==> src/rtl/melody_pkg.sv <==
// rtl/melody_pkg.sv - shared constants, ROM field layout and FSM states for melody_sequencer
package melody_pkg;

    localparam logic [3:0] REST_NOTE    = 4'hF;
    localparam logic [7:0] END_DURATION = 8'd0;

    localparam int NOTE_HI = 15;
    localparam int NOTE_LO = 12;
    localparam int OCT_HI  = 11;
    localparam int OCT_LO  = 8;
    localparam int DUR_HI  = 7;
    localparam int DUR_LO  = 0;

    typedef enum logic [2:0] {
        ST_IDLE,
        ST_FETCH,
        ST_PLAY,
        ST_GAP,
        ST_PAUSED
    } state_t;

endpackage

==> src/rtl/melody_sequencer_tick_prescaler.sv <==
// rtl/melody_sequencer_tick_prescaler.sv - divides clk into one-cycle duration ticks
module tick_prescaler #(
    parameter int TICK_DIV = 12_500_000
) (
    input  logic clk,
    input  logic rst,
    input  logic clear,
    input  logic enable,
    output logic tick
);

    localparam int CNT_W = (TICK_DIV > 1) ? $clog2(TICK_DIV) : 1;
    localparam logic [CNT_W-1:0] LAST = CNT_W'(TICK_DIV - 1);

    logic [CNT_W-1:0] cnt;

    assign tick = enable && (cnt == LAST);

    always_ff @(posedge clk) begin
        if (rst || clear) begin
            cnt <= '0;
        end else if (enable) begin
            cnt <= (cnt == LAST) ? '0 : cnt + CNT_W'(1);
        end
    end

endmodule

==> src/rtl/melody_sequencer.sv <==
// rtl/melody_sequencer.sv - steps through the melody ROM and drives note/octave/mute to the pitch generator
module melody_sequencer
    import melody_pkg::*;
#(
    parameter int TICK_DIV  = 12_500_000,
    parameter int ADDR_W    = 8,
    parameter int GAP_TICKS = 1
) (
    input  logic              clk,
    input  logic              rst,
    input  logic              start,
    input  logic              stop,
    input  logic              pause,
    input  logic              loop,
    output logic [ADDR_W-1:0] rom_addr,
    input  logic [15:0]       rom_data,
    output logic [3:0]        note,
    output logic [3:0]        octave,
    output logic              mute,
    output logic              playing,
    output logic              done
);

    localparam int GAP_W = (GAP_TICKS > 1) ? $clog2(GAP_TICKS + 1) : 1;

    state_t           state;
    state_t           saved_state;
    logic [7:0]       dur_cnt;
    logic [GAP_W-1:0] gap_cnt;
    logic             is_rest;
    logic             tick;
    logic             presc_clear;
    logic             presc_enable;

    logic [3:0] rom_note;
    logic [3:0] rom_oct;
    logic [7:0] rom_dur;
    logic       play_done;
    logic       gap_done;
    logic       advance;
    logic       wrap_end;

    assign rom_note = rom_data[NOTE_HI:NOTE_LO];
    assign rom_oct  = rom_data[OCT_HI:OCT_LO];
    assign rom_dur  = rom_data[DUR_HI:DUR_LO];

    assign play_done = (state == ST_PLAY) && tick && (dur_cnt == 8'd1);
    assign gap_done  = (state == ST_GAP) && tick && (gap_cnt == GAP_W'(1));
    assign advance   = (play_done && (GAP_TICKS == 0)) || gap_done;
    assign wrap_end  = (rom_addr == '1) && !loop;

    assign presc_clear  = (state == ST_FETCH) || start || stop;
    assign presc_enable = (state == ST_PLAY) || (state == ST_GAP);

    tick_prescaler #(
        .TICK_DIV(TICK_DIV)
    ) u_prescaler (
        .clk   (clk),
        .rst   (rst),
        .clear (presc_clear),
        .enable(presc_enable),
        .tick  (tick)
    );

    always_ff @(posedge clk) begin
        if (rst) begin
            state       <= ST_IDLE;
            saved_state <= ST_IDLE;
            rom_addr    <= '0;
            note        <= 4'd0;
            octave      <= 4'd0;
            mute        <= 1'b1;
            playing     <= 1'b0;
            done        <= 1'b0;
            dur_cnt     <= 8'd0;
            gap_cnt     <= '0;
            is_rest     <= 1'b0;
        end else begin
            done <= 1'b0;
            if (stop) begin
                state    <= ST_IDLE;
                rom_addr <= '0;
                mute     <= 1'b1;
                playing  <= 1'b0;
            end else if (start) begin
                state    <= ST_FETCH;
                rom_addr <= '0;
                mute     <= 1'b1;
                playing  <= 1'b1;
                dur_cnt  <= 8'd0;
                gap_cnt  <= '0;
            end else if (advance) begin
                // Entry finished; a pause arriving now lands on the next PLAY cycle.
                dur_cnt <= 8'd0;
                gap_cnt <= '0;
                if (wrap_end) begin
                    state    <= ST_IDLE;
                    rom_addr <= '0;
                    mute     <= 1'b1;
                    playing  <= 1'b0;
                    done     <= 1'b1;
                end else begin
                    state    <= ST_FETCH;
                    rom_addr <= rom_addr + ADDR_W'(1);
                end
            end else begin
                case (state)
                    ST_FETCH: begin
                        if (rom_dur == END_DURATION) begin
                            if (loop) begin
                                rom_addr <= '0;
                            end else begin
                                state    <= ST_IDLE;
                                rom_addr <= '0;
                                mute     <= 1'b1;
                                playing  <= 1'b0;
                                done     <= 1'b1;
                            end
                        end else begin
                            if (rom_note != REST_NOTE) begin
                                note   <= rom_note;
                                octave <= rom_oct;
                            end
                            is_rest <= (rom_note == REST_NOTE);
                            mute    <= (rom_note == REST_NOTE);
                            dur_cnt <= rom_dur;
                            state   <= ST_PLAY;
                        end
                    end
                    ST_PLAY: begin
                        if (tick) begin
                            dur_cnt <= dur_cnt - 8'd1;
                        end
                        if (play_done) begin
                            gap_cnt <= GAP_W'(GAP_TICKS);
                        end
                        // The pause cycle still counts, so the state to resume is the one this tick leads to.
                        if (pause) begin
                            state       <= ST_PAUSED;
                            saved_state <= play_done ? ST_GAP : ST_PLAY;
                            mute        <= 1'b1;
                        end else if (play_done) begin
                            state <= ST_GAP;
                            mute  <= 1'b1;
                        end
                    end
                    ST_GAP: begin
                        if (tick) begin
                            gap_cnt <= gap_cnt - GAP_W'(1);
                        end
                        if (pause) begin
                            state       <= ST_PAUSED;
                            saved_state <= ST_GAP;
                            mute        <= 1'b1;
                        end
                    end
                    ST_PAUSED: begin
                        if (!pause) begin
                            state <= saved_state;
                            mute  <= (saved_state == ST_GAP) || is_rest;
                        end
                    end
                    default: begin
                    end
                endcase
            end
        end
    end

endmodule
==> config.mk <==
export PLATFORM = sky130hd
export DESIGN_NAME = melody_sequencer
export DESIGN_NICKNAME = d
export VERILOG_FILES = /design/src/rtl/melody_pkg.sv /design/src/rtl/melody_sequencer_tick_prescaler.sv /design/src/rtl/melody_sequencer.sv
export SDC_FILE = /design/constraint.sdc
export NUM_CORES = 1
export LEC_CHECK = 0
export BUFFER_PORTS_ARGS = -buffer_cell sky130_fd_sc_hd__buf_4
export CAP_MARGIN = 20
export CORE_MARGIN = 2
export CORE_UTILIZATION = 57
export DETAILED_ROUTE_END_ITERATION = 10
export MAX_ROUTING_LAYER = met4
export PLACE_DENSITY_LB_ADDON = 0.25
export SETUP_SLACK_MARGIN = 0.4
export SYNTH_ARGS = -nofsm -noshare
export SYNTH_HDL_FRONTEND = slang
export SYNTH_HIERARCHICAL = 1
export SYNTH_SLANG_ARGS = --single-unit
==> constraint.sdc <==
create_clock -name clk -period 4.1 [get_ports clk]
set_input_delay 0.41 -clock clk [delete_from_list [all_inputs] [get_ports clk]]
set_output_delay 0.41 -clock clk [all_outputs]
set_load 0.02 [all_outputs]
==> out/results.ini <==
[setup_path]
cp_common_cell=and4_1
required_ns=4.31
critPathTopFamily=simple AND/OR/NAND/NOR gates
max_stage_delay_ns=0.50
crit_arrival_ns=3.49
startpoint_type=flip-flop
worstSetupPathType=flip-flop to flip-flop
cp-end-kind=flip-flop
critPathBufInv=2
critPathMaxFanout=20
path_cells=nand2b_1 -> inv_1 -> and4_1 -> nand4_1 -> nor4_1 -> buf_4 -> nand3_1 -> or2_1 -> and4_1 -> mux2i_1 -> nor2_1
crit_slowest_cell=dfxtp_1

[global_routing]
grt_pass1_vias=2592
grt_use_total_pct=24.8
grt_antenna_before_repair=0
grt_pass1_wl_um=11600
grt_max_degree=23
grt_remaining_overflow=0

[die]
fp.dieW_um=77.0
num_io_pins=41
die_h_um=77.0
initial_core_util_pct=59.4
rows=26
dieArea_um2=5930
core_um2=5110

[synthesis]
synth_fp_nets=390
synth_warnings=6
synthDistinctLibCells=60
synth_edf_count=0
avgSynthCellArea_um2=8.34
synth-seq-cells=58
syn_inst=364
ys.flop_type=dfxtp_1
async_flop_share_pct=0
synthesis.area_um2=3040
ys_seq_area_share_pct=38.3

[pwr]
p_leak_nw=1.24
powerDensity_nw_per_um2=313
p_comb_share_pct=6.3
power.share.clock_pct=41.8
internal_power_w=0.000844
worst_ir_drop_vdd_v=0.000164
p_switching_w=0.000255
p_sw_share_pct=23.2
seqPwrFrac_pct=51.9

[cells_and_area]
layoutNonFillerInstCount=473
antenna_cells=0
final_common_cell=dfxtp_1
drive_gt1_share_pct=17.1
final_nets=425
area_growth_syn_to_layout_pct=15.8
mostFrequentLayoutCells=58 x dfxtp_1, 48 x nor2_1, 42 x buf_4
final_cell_area_um2=3510

[detailed_routing]
wl_per_cell_um=14.9
wl_met1_um=3150
wl_met3_um=304
top_layer=met4
wl_um=7040
drc_errors=0
postRouteAntennaNets=0
wl_met2_um=3410
vias=2892
dr.pass1.iters=4
drt-initial-drc-count=202
vias_per_cell=6.11

[placement]
dp_slack_ns=0.914
placed_cells=458
gp_congestion=0.863
place_area_um2=3340
dp_hpwl_um=4950
numPortBuffers=40

[timing]
period_needed_ns=3.28
maxSlewViolCount=0
clock-skew-final_ns=0.0109
worst_pin_slew_ns=0.614
fin_crit_sh_pct=80.0
fmax_mhz=305
slew_headroom_pct=58.7
tns_ns=0
hold_violations=0
rsz0062_at_grt=no
worst_slack_ns=0.821
setup_viol=0

[clocking]
cts-root-buf=clkbuf_8
cts.htree.levels=3
cts_buffers=9
cts.clk_slew.worst_paths_ns=0.07
cts_resized=0
cts_buffer_depth=2
postCtsSetupBuffers=0
postCtsHoldBufs=0
cts_tree=built
clk_latency_ns=0.34
cts.sinks=58

[outcome]
status=completed

[run]
drv_cap=0

[hold_path]
hold_class=primary input to flip-flop

## layer usage
layer / up-vias / GRT usage, %
met2: 80 / 38.3
met1: 1374 / 30.5
met4: 0 / 13.8
met3: 18 / 5.06
li1: 1420 / -
met5: - / -
## power groups by stage
stage | Combinational [W] | Sequential, W | Clock [W]
global route | 0.0000756 | 0.000570 | 0.000488
CTS | 0.0000689 | 0.000570 | 0.000470
finish | 0.0000694 | 0.000570 | 0.000460
floorplan | 0.0000372 | 0.000583 | 0
global placement | 0.0000677 | 0.000582 | 0
detailed placement | 0.0000684 | 0.000582 | 0
## through the flow
stage / utilization [%] / total power, W / hold slack (ns)
2_1_floorplan: - / 0.000620 / 0.436
3_3_place_gp: 65.5 / 0.000650 / 0.458
3_5_place_dp: 65.5 / 0.000651 / 0.468
4_1_cts: 68.8 / 0.00111 / 0.264
5_1_grt: 68.8 / 0.00113 / 0.284
6_report: 68.8 / 0.00110 / 0.274
## registers in the layout, summed over array words and instances, names as in the netlist
signal           flops
rom_addr             8
dur_cnt              8
u_prescaler/cnt     24
is_rest              1
state                3
note                 4
mute                 1
octave               4
playing              1
done                 1
gap_cnt              1
saved_state          2
## synth_stat cells, types with 5 or more instances
master	count	area (um^2)
or3_1	9	56.3
o21ai_0	16	80.1
xor2_1	7	61.3
clkbuf_1	9	33.8
nor2_1	48	180
nand2_1	27	101
mux2i_1	6	60.1
nand4_1	11	68.8
or4_1	8	60.1
and4_1	5	43.8
nor3_1	16	80.1
o31ai_1	8	60.1
nand3_1	12	60.1
dfxtp_1	58	1160
o22ai_1	6	37.5
a21oi_1	23	115
a22oi_1	6	45.0
xnor2_1	9	78.8
inv_1	8	30.0
## layout make-up
cell class / count / area, um^2
multi-input combinational: 280 / 1750
fill: 411 / 1590
sequential: 58 / 1160
timing repair buffer: 42 / 315
clock buffer: 12 / 155
tap: 70 / 87.6
inverter: 8 / 30.0
clock inverter: 3 / 15.0
## worst paths after layout
| kind | startpoint | slack, ns | depth (start not counted) | to |
|---|---|---|---|---|
| hold / removal | loop | 0.27 | 2 | done |
| hold reg to reg | is_rest | 0.48 | 2 | is_rest |
| setup / recovery | state[1] | 0.82 | 11 | octave[3] |
| setup reg to reg | state[1] | 0.82 | 11 | octave[3] |
## kinds of logic after synthesis
group / count (synthesis) / share of synthesized area [%]
buffers and inverters: 26 / 4.25
AOI/OAI and AO/OA: 87 / 19.5
and+or+nand+nor: 167 / 29.7
xor gates and xnor gates: 16 / 4.62
DFF: 58 / 38.3
adders and majority gates: 4 / 1.65
muxes: 6 / 1.98
(Power assumes the default switching activity.)
